<file path="src/rtl/armazenando_pecas.sv">
// ---------------------------------------------------------------------------
// armazenando_pecas
//
// Board storage and conflict checker for the ship-placement phase.
// The block accepts one placement request per `valida` strobe. It checks each
// cell of the ship against the selected player's 8x8 board, one cell per
// cycle. If every cell is clear, a second pass writes the ship into the board
// one cell per cycle. The block then reports the result with `conflito` and a
// one-cycle `pronto` strobe. It counts accepted ships per player and provides
// a registered read port for the attack phase.
//
// Parameters:
//   NUM_PECAS         ships per player; once reached, completo[j] rejects
//                     further requests for player j
//
// Ports:
//   clk               system clock, rising edge
//   reset             asynchronous, active-low reset
//   enable            gates acceptance of new requests only
//   limpar            synchronous clear of boards, counters and conflito
//   valida            request strobe, sampled only while idle
//   tipo[2:0]         ship type 0..4 -> length 5..1; 5..7 are rejected
//   jogador           target board
//   X1[2:0], Y1[2:0]  first cell of the ship
//   direcao           0 = X varies, 1 = Y varies
//   orientacao        0 = increasing, 1 = decreasing coordinate
//   conflito          result of the last completed request
//   pronto            one-cycle completion strobe
//   ocupado           high while a request is in progress
//   completo[1:0]     bit j set when player j holds NUM_PECAS ships
//   consulta_jogador  read-port board select
//   consulta_x/_y     read-port cell
//   ocupada           registered board bit at Y*8+X (read-before-write)
//
// Build option:
//   ADJACENCIA_EN     when defined, a checked cell also conflicts if any
//                     in-board neighbour is occupied, so ships may not touch
// ---------------------------------------------------------------------------
module armazenando_pecas #(
    parameter int NUM_PECAS = 5
) (
    input  logic       clk,
    input  logic       reset,
    input  logic       enable,
    input  logic       limpar,
    input  logic       valida,
    input  logic [2:0] tipo,
    input  logic       jogador,
    input  logic [2:0] X1,
    input  logic [2:0] Y1,
    input  logic       direcao,
    input  logic       orientacao,
    output logic       conflito,
    output logic       pronto,
    output logic       ocupado,
    output logic [1:0] completo,
    input  logic       consulta_jogador,
    input  logic [2:0] consulta_x,
    input  logic [2:0] consulta_y,
    output logic       ocupada
);

    localparam int CW = (NUM_PECAS < 1) ? 1 : $clog2(NUM_PECAS + 1);

    typedef enum logic [1:0] {
        IDLE,
        CHECK,
        WRITE,
        DONE
    } estado_t;

    estado_t       state_q, state_d;
    logic [2:0]    i_q, i_d;
    logic [2:0]    len_q, len_d;
    logic          jog_q, jog_d;
    logic [2:0]    x_q, x_d;
    logic [2:0]    y_q, y_d;
    logic          dir_q, dir_d;
    logic          ori_q, ori_d;
    logic [63:0]   tab_q [2];
    logic [63:0]   tab_d [2];
    logic [CW-1:0] cont_q [2];
    logic [CW-1:0] cont_d [2];
    logic          conflito_q, conflito_d;
    logic          ocupada_q, ocupada_d;

    // Geometry of the current cell i
    logic [2:0] inicio;
    logic [3:0] coord;
    logic       fora;
    logic [2:0] cx, cy;
    logic [5:0] idx;
    logic       ocup;
    logic       vizinho;
    logic       ultimo;

`ifdef ADJACENCIA_EN
    // Scans the 3x3 window around (px,py). The centre cell is included;
    // if it is occupied the overlap test would flag it anyway.
    // Out-of-board neighbours wrap to a 4-bit value with bit 3 set and are
    // skipped.
    function automatic logic vizinho_ocupado(input logic [63:0] tab,
                                             input logic [2:0]  px,
                                             input logic [2:0]  py);
        logic [3:0] nx;
        logic [3:0] ny;
        logic       hit;
        hit = 1'b0;
        for (int unsigned dy = 0; dy < 3; dy++) begin
            for (int unsigned dx = 0; dx < 3; dx++) begin
                nx = {1'b0, px} + 4'(dx) - 4'd1;
                ny = {1'b0, py} + 4'(dy) - 4'd1;
                if (!nx[3] && !ny[3] && tab[{ny[2:0], nx[2:0]}]) begin
                    hit = 1'b1;
                end
            end
        end
        return hit;
    endfunction
`endif

    always_comb begin
        inicio = dir_q ? y_q : x_q;
        // 4-bit arithmetic: 0-1 -> 15 and 7+1 -> 8 both set bit 3
        if (ori_q) begin
            coord = {1'b0, inicio} - {1'b0, i_q};
        end else begin
            coord = {1'b0, inicio} + {1'b0, i_q};
        end
        fora   = coord[3];
        cx     = dir_q ? x_q : coord[2:0];
        cy     = dir_q ? coord[2:0] : y_q;
        idx    = {cy, cx};
        ocup   = tab_q[jog_q][idx];
        ultimo = (i_q == len_q - 3'd1);
`ifdef ADJACENCIA_EN
        vizinho = vizinho_ocupado(tab_q[jog_q], cx, cy);
`else
        vizinho = 1'b0;
`endif
    end

    always_comb begin
        for (int unsigned j = 0; j < 2; j++) begin
            completo[j] = (cont_q[j] == CW'(NUM_PECAS));
        end
    end

    always_comb begin
        state_d    = state_q;
        i_d        = i_q;
        len_d      = len_q;
        jog_d      = jog_q;
        x_d        = x_q;
        y_d        = y_q;
        dir_d      = dir_q;
        ori_d      = ori_q;
        tab_d      = tab_q;
        cont_d     = cont_q;
        conflito_d = conflito_q;
        ocupada_d  = tab_q[consulta_jogador][{consulta_y, consulta_x}];

        if (limpar) begin
            state_d    = IDLE;
            i_d        = '0;
            tab_d[0]   = '0;
            tab_d[1]   = '0;
            cont_d[0]  = '0;
            cont_d[1]  = '0;
            conflito_d = 1'b0;
        end else begin
            unique case (state_q)
                IDLE: begin
                    if (enable && valida) begin
                        jog_d = jogador;
                        x_d   = X1;
                        y_d   = Y1;
                        dir_d = direcao;
                        ori_d = orientacao;
                        len_d = 3'd5 - tipo;
                        i_d   = '0;
                        if (tipo > 3'd4 || completo[jogador]) begin
                            conflito_d = 1'b1;
                            state_d    = DONE;
                        end else begin
                            conflito_d = 1'b0;
                            state_d    = CHECK;
                        end
                    end
                end
                CHECK: begin
                    if (fora || ocup || vizinho) begin
                        conflito_d = 1'b1;
                        state_d    = DONE;
                    end else if (ultimo) begin
                        i_d     = '0;
                        state_d = WRITE;
                    end else begin
                        i_d = i_q + 3'd1;
                    end
                end
                WRITE: begin
                    tab_d[jog_q][idx] = 1'b1;
                    if (ultimo) begin
                        state_d = DONE;
                    end else begin
                        i_d = i_q + 3'd1;
                    end
                end
                DONE: begin
                    if (!conflito_q) begin
                        cont_d[jog_q] = cont_q[jog_q] + CW'(1);
                    end
                    state_d = IDLE;
                end
                default: state_d = IDLE;
            endcase
        end
    end

    always_ff @(posedge clk or negedge reset) begin
        if (!reset) begin
            state_q    <= IDLE;
            i_q        <= '0;
            len_q      <= '0;
            jog_q      <= 1'b0;
            x_q        <= '0;
            y_q        <= '0;
            dir_q      <= 1'b0;
            ori_q      <= 1'b0;
            tab_q[0]   <= '0;
            tab_q[1]   <= '0;
            cont_q[0]  <= '0;
            cont_q[1]  <= '0;
            conflito_q <= 1'b0;
            ocupada_q  <= 1'b0;
        end else begin
            state_q    <= state_d;
            i_q        <= i_d;
            len_q      <= len_d;
            jog_q      <= jog_d;
            x_q        <= x_d;
            y_q        <= y_d;
            dir_q      <= dir_d;
            ori_q      <= ori_d;
            tab_q[0]   <= tab_d[0];
            tab_q[1]   <= tab_d[1];
            cont_q[0]  <= cont_d[0];
            cont_q[1]  <= cont_d[1];
            conflito_q <= conflito_d;
            ocupada_q  <= ocupada_d;
        end
    end

    assign conflito = conflito_q;
    assign pronto   = (state_q == DONE);
    assign ocupado  = (state_q != IDLE);
    assign ocupada  = ocupada_q;

endmodule

</file>
<file path="config.mk">
export PLATFORM = sky130hd
export DESIGN_NAME = armazenando_pecas
export DESIGN_NICKNAME = d
export VERILOG_FILES = /design/src/rtl/armazenando_pecas.sv
export SDC_FILE = /design/constraint.sdc
export NUM_CORES = 1
export LEC_CHECK = 0
export CAP_MARGIN = 5
export CORE_MARGIN = 5
export CORE_UTILIZATION = 39
export DETAILED_ROUTE_END_ITERATION = 8
export GPL_TIMING_DRIVEN = 0
export MAX_ROUTING_LAYER = met4
export PLACE_DENSITY = 0.61
export SETUP_SLACK_MARGIN = 0.05
export SYNTH_ARGS = -nofsm -noshare
export SYNTH_HDL_FRONTEND = slang
export SYNTH_SLANG_ARGS = --single-unit
</file>
<file path="constraint.sdc">
create_clock -name clk -period 5.4 [get_ports clk]
set_input_delay 1.08 -clock clk [delete_from_list [all_inputs] [get_ports clk]]
set_output_delay 1.08 -clock clk [all_outputs]
set_load 0.005 [all_outputs]
</file>
[After elaboration in Yosys (flattened, before gate mapping)]
Index checks and enable logic that the tools add are counted.
W data, S select, Z words.
Cells by class
  $add $sub $neg: 6
  $mul: 0
  div/mod/pow operators: 0
  magnitude comparators: 8
  equality and inequality tests: 13
  shift operators: 0
  multiplexer cells: 49
  bitwise operators: 4
  reductions and logical operators: 16
Operator list (number)
  $mux W64: 7
  $mux W128: 2
  $or A128 B128 Y128: 1
  $demux W64 S1: 1
  $mux W3: 12
  $mux W6: 3
  $ne A3 B3 Y1 const B: 5
  $lt A6 B7 Y1 const B: 2
  $bmux W1 S6: 2
  $mux W2: 6
  $mux W1: 9
  $pmux W3 S3: 1
  $reduce_and A3 Y1: 3
  $pmux W2 S4: 1
  $add A3 B1 Y3 const B: 2
  $bwmux W6: 1
  $demux W1 S6: 1
  $eq A3 B3 Y1 const B: 2
  $ge A6 B1 Y1 const B: 1
  $reduce_bool A2 Y1: 3
  $add A3 B3 Y4: 1
  $eq A2 B2 Y1 const B: 2
  $ge A2 B2 Y1 const B: 2
  $mux W4: 1
  other kinds (21): 25
Word-level totals
  register bits after elaboration: 153
  bits in latches: 0
  bits in writable memories: 0
  bits in read-only memories: 0
  input bits: 24
  output and inout bits: 6
  word-level logic and storage cells: 110
  memories kept: 0

[Logic depth before layout (Yosys ltp)]
  word-level depth: 13
  gate-level depth with buffers: 15
  mapped depth without buffers: 14

[Least setup slack after synthesis]
OpenSTA, ideal clock, no wires.
  path type: reg-to-reg
  from: register dir_q
  to: register i_q[0]
  library setup time: 0.125 ns
  arrival: 3.583 ns
  data required time: 5.275 ns
  setup slack: 1.692 ns
  cell stages (with the launch flop): 16
  buffers on the path: 4
  period minus slack after synthesis: 3.708 ns
  cells stage by stage: dfrtp_1 -> buf_6 -> clkbuf_1 -> mux2i_1 -> ha_1 -> or2_4 -> and2_4 -> buf_12 -> buf_12 -> mux4_2 -> a22oi_1 -> a21oi_1 -> nor3_2 -> nand4_2 -> a21oi_1 -> mux2_2
Between the ends
  word-level cells in the longest chain between the ends: 9
  elaborated cells between the ends (all ways): 11
  those cells by class: add/sub (2); eq/ne (1); mux (6); reduce/logical (2)
RTL lines
  from (decl): line 78  | logic dir_q, dir_d;
  from (signal assigned): line 244  | dir_q <= dir_d;
  $mux W3: line 123  | inicio = dir_q ? y_q : x_q;
  $add A3 B3 Y4 or $sub A3 B3 Y4 (tied branches): line 128, 126
  $mux W4: line 125  | if (ori_q) begin
  $mux W3, on equally long branches: line 131, 132
  $bmux W1 S6: line 134  | ocup = tab_q[jog_q][idx];
  $mux W1 (implied by the code): line 134
  $logic_or A1 B1 Y1 (*): line 192  | if (fora || ocup || vizinho) begin
  $ne A3 B3 Y1 (no source line) (*)
  $reduce_and A4 Y1 (no source line) (*)
  to (signal assigned): line 239  | i_q <= i_d;
  to (decl): line 73  | logic [2:0] i_q, i_d;
Mark *: on every way between the ends. The rest lies on a longest branch, timed or not. The select of a mux whose other input is x is not followed.
A chain may end at the register's enable or synchronous reset.

[Worst setup path after layout]
  from: register jog_q
  to: register i_q[0]
Between the ends
  word-level cells in the longest chain between the ends: 9
RTL lines
  from (decl): line 75  | logic jog_q, jog_d;
  from (signal assigned): line 241  | jog_q <= jog_d;
  $not A1 Y2 (implied by the code): line 134
  $mux W64 (implied by the code) (3 in a row): line 134
  $bmux W1 S6: line 134
  $mux W1 (implied by the code): line 134
  $logic_or A1 B1 Y1: line 192
  $ne A3 B3 Y1 (no source line)
  $reduce_and A4 Y1 (no source line)
Every way passes these cells. The select of a mux whose other input is x is not followed.

==> flow_summary.rst <==
.. list-table::
   :header-rows: 1

   * - Metric
     - Value
   * - IR Drop Worst-Case VDD
     - 227 uV
   * - End point of the worst hold path
     - len_q[1]
   * - I/O pin count
     - 30
   * - Root buffer selected by CTS
     - clkbuf_16
   * - Sequential share of the synthesized area
     - 45.4%
   * - Reg-to-reg startpoint
     - jog_q
   * - Worst R2R End
     - i_q[0]
   * - Final worst slack
     - 921 ps
   * - Startpoint type of the worst setup path
     - flop
   * - Width of the die
     - 157 um
   * - Worst Reg2Reg Path Length in Cells
     - 10
   * - Number of routed nets with antenna violations
     - 0
   * - Worst-case hold slack
     - 496 ps
   * - Global placer's final weighted congestion
     - 0.958
   * - Reported leakage power
     - roughly 4.1 nW
   * - Clock Path Buffers
     - 2
   * - Most common cell after layout, fill and taps aside
     - nor2_1
   * - Areal power density over the cells
     - roughly 480 nW/um^2
   * - Number of buffers inserted during clock tree synthesis
     - 17
   * - Maximum number of pins on one net before global-route repair
     - 99
   * - Post-placement cell area
     - 9050 um^2
   * - Number of maximum-capacitance violations
     - 0
   * - Critical path endpoint category
     - flop
   * - Yosys warning count
     - 0
   * - Wire length per cell
     - roughly 24 um
   * - Required time at the endpoint of the critical path
     - between 5000 and 6000 ps
   * - Final clock period utilization by the worst path
     - 82.9%
   * - # port buffers
     - 25
   * - Number of global-route vias before repair
     - 6635
   * - Post-synthesis to final-layout area growth
     - 13.9%
   * - Clock tree from TritonCTS
     - built
   * - Final number of hold-violating endpoints
     - 0
   * - Count of TritonRoute iterations in the first routing pass
     - 6
   * - Total overflow reported by the global router
     - 0
   * - Worst-skew pair later-pin latency
     - 430 ps
   * - Fin. max-slew vios
     - 0
   * - Min-Delay Path Class
     - flop to flop
   * - Number of setup violations in the final report
     - 0
   * - Result of the run
     - completed
   * - Fraction of layout cells with a size suffix above 1
     - 14.2%
   * - Depth of the CTS H-tree
     - 4
   * - Final cell area excluding filler cells
     - roughly 9600 um^2
   * - Total number of vias
     - 6769
   * - Remaining routing DRC violations
     - 0
   * - Pre-CTS setup slack
     - between 1000 and 1500 ps
   * - Count of standard-cell rows
     - 53
   * - CTS hold repair buffers
     - 0
   * - Overall Power
     - 4.65 mW
   * - RSZ-0062 raised after global routing
     - no
   * - Vertical die dimension
     - 157 um
   * - Commonest non-fill, non-tap cells in the layout
     - nor2_1 (167), dfrtp_1 (153), a21oi_1 (138), mux4_2 (58), clkbuf_1 (41)
   * - Cell depth of the worst hold path
     - 2
   * - Most used DFF post-synth
     - dfrtp_1
   * - Syn avg cell area
     - ~11 um^2
   * - GRT busiest layer
     - met2
   * - Proportion of synthesized flip-flops having asynchronous set or reset
     - 100%
   * - Largest cells by area after synthesis
     - dfrtp_1 (45%), mux4_2 (16%), a21oi_1 (8.2%), nor2_1 (7.4%), mux4_1 (2.8%)
   * - DRC violation total after the first TritonRoute iteration
     - around 850
   * - Total number of clock tree sinks
     - ~150
   * - Met2 track demand over resource in global routing
     - 31.6%
   * - CP arrival
     - approximately 4800 ps
   * - Number of buffers inserted by post-CTS setup repair
     - 0
   * - Nets
     - 857
   * - Number of synthesized flops with an enable pin
     - 0
   * - Antenna Diode Count
     - 0
   * - Detailed-route vias per instance
     - ~6.1
   * - Library cell with the largest summed area after synthesis
     - dfrtp_1
   * - Largest fanout on the critical path
     - 10
   * - Highest clock frequency the design can meet
     - roughly 220 MHz
   * - Period minus WS final
     - 4480 ps
   * - Post-route setup TNS
     - 0 ps
   * - Fraction of met3 tracks used by global routing
     - 6.74%
   * - Area of the core
     - 21200 um^2
   * - Final Instance Count excl. Fillers
     - 1107
   * - Hold path start
     - len_q[1]
   * - Finished Core Util
     - 45.4%
   * - R2R setup slack
     - 920 ps
   * - Type of the setup path with the least slack
     - flop to flop
   * - Placed cells
     - ~1100
   * - Number of antenna violations at the first check in global routing
     - 0
   * - Worst Max-Slew Pin Slew
     - 1090 ps
   * - Worst slew margin
     - 27.0%
   * - Cell variety after synth
     - 53
   * - Post-cts gate resize count
     - 0
   * - Total track usage
     - 22.3%
   * - Yosys top cell area share
     - 45.4%
   * - Starting utilization of the core area
     - 39.8%
   * - Net count of the mapped netlist
     - between 800 and 900
   * - Cell count after synthesis
     - about 770
   * - Mapped cell area
     - 8430 um^2
   * - DP HPWL
     - ~17000 um
   * - Post-Route Skew
     - 10.3 ps
   * - Flop and latch count out of synthesis
     - 153
   * - Die Area
     - ~25000 um^2
   * - Wire length reported by the detailed router
     - 26200 um
   * - Clock transition at path regs
     - 60 ps
   * - Global-route wire length before repair
     - about 40000 um
   * - Met1 usage in global routing
     - 30.7%
-- critical path: stages, from the launching register on --
cell and delay, ps:
dfrtp_1 320, clkbuf_1 600, clkbuf_1 710, buf_1 650, mux4_2 410, a22oi_1 280
a21oi_1 190, nor3_2 200, nand4_2 260, a21oi_1 350, mux2_2 370
-- cells by family (layout without fill, tap and decap cells) --
logic type                 count (synthesis)  in the layout  synth area share [%]
AOI/OAI and AO/OA                        186            186                  12.4
xor gates and xnor gates                  11             11                  1.14
adders and majority gates                 14             14                  2.17
buffers and inverters                     63            121                  3.31
DFF                                      153            153                  45.4
muxes                                    106            106                  23.2
and+or+nand+nor                          241            241                  12.4
-- registers in the layout, summed over array words and instances (netlist names) --
signal    cells
y_q           3
ori_q         1
state_q       2
ocupada       1
x_q           3
tab_q       128
cont_q        6
len_q         3
i_q           3
conflito      1
dir_q         1
jog_q         1
-- synthesized netlist by cell type (4+ instances only) --
cell type	instances
a211o_1	4
nand2b_1	5
o21ai_0	9
xor2_1	7
mux2_2	17
a21oi_1	138
ha_1	13
nor3_1	12
buf_1	5
mux2i_1	22
dfrtp_1	153
mux4_2	58
nor2b_1	7
nor2_1	167
nand3_1	5
a22oi_1	11
a211oi_1	5
clkbuf_1	39
inv_1	14
xnor2_1	4
nand2_1	26
mux4_1	9
-- worst max-delay path by stage --
stage,startpoint,endpoint,depth (start not counted)
after floorplan,dir_q,i_q[0],15
after global placement,reset,tab_q[103],1
after detailed placement,jog_q,i_q[0],10
after CTS,jog_q,i_q[0],10
after global routing,dir_q,i_q[0],15
final,jog_q,i_q[0],10
-- per-layer routing --
layer | share of wire [%] | vias up | routed length, um
met5 | 0 | - | 0
met4 | 3.2 | 0 | 837
met3 | 11 | 70 | 2900
met2 | 44 | 396 | 11500
met1 | 42 | 3382 | 10900
li1 | - | 2921 | -
-- layout make-up --
type | instances | area [um^2]
buffer | 49 | 226
clock buffer | 21 | 460
clock inverter | 11 | 86.3
fill | 1991 | 11600
inverter | 14 | 52.6
multi-input combinational | 558 | 4320
sequential | 153 | 3830
tap | 275 | 344
timing repair buffer | 26 | 279
-- power by group --
part	leakage, nW	internal, mW	switching, mW
Combinational	1.71	0.679	1.55
Clock	0.265	0.619	0.503
Sequential	2.11	1.22	0.0785
Total	4.09	2.52	2.13
Note: power is estimated with default switching activity, not from simulation.
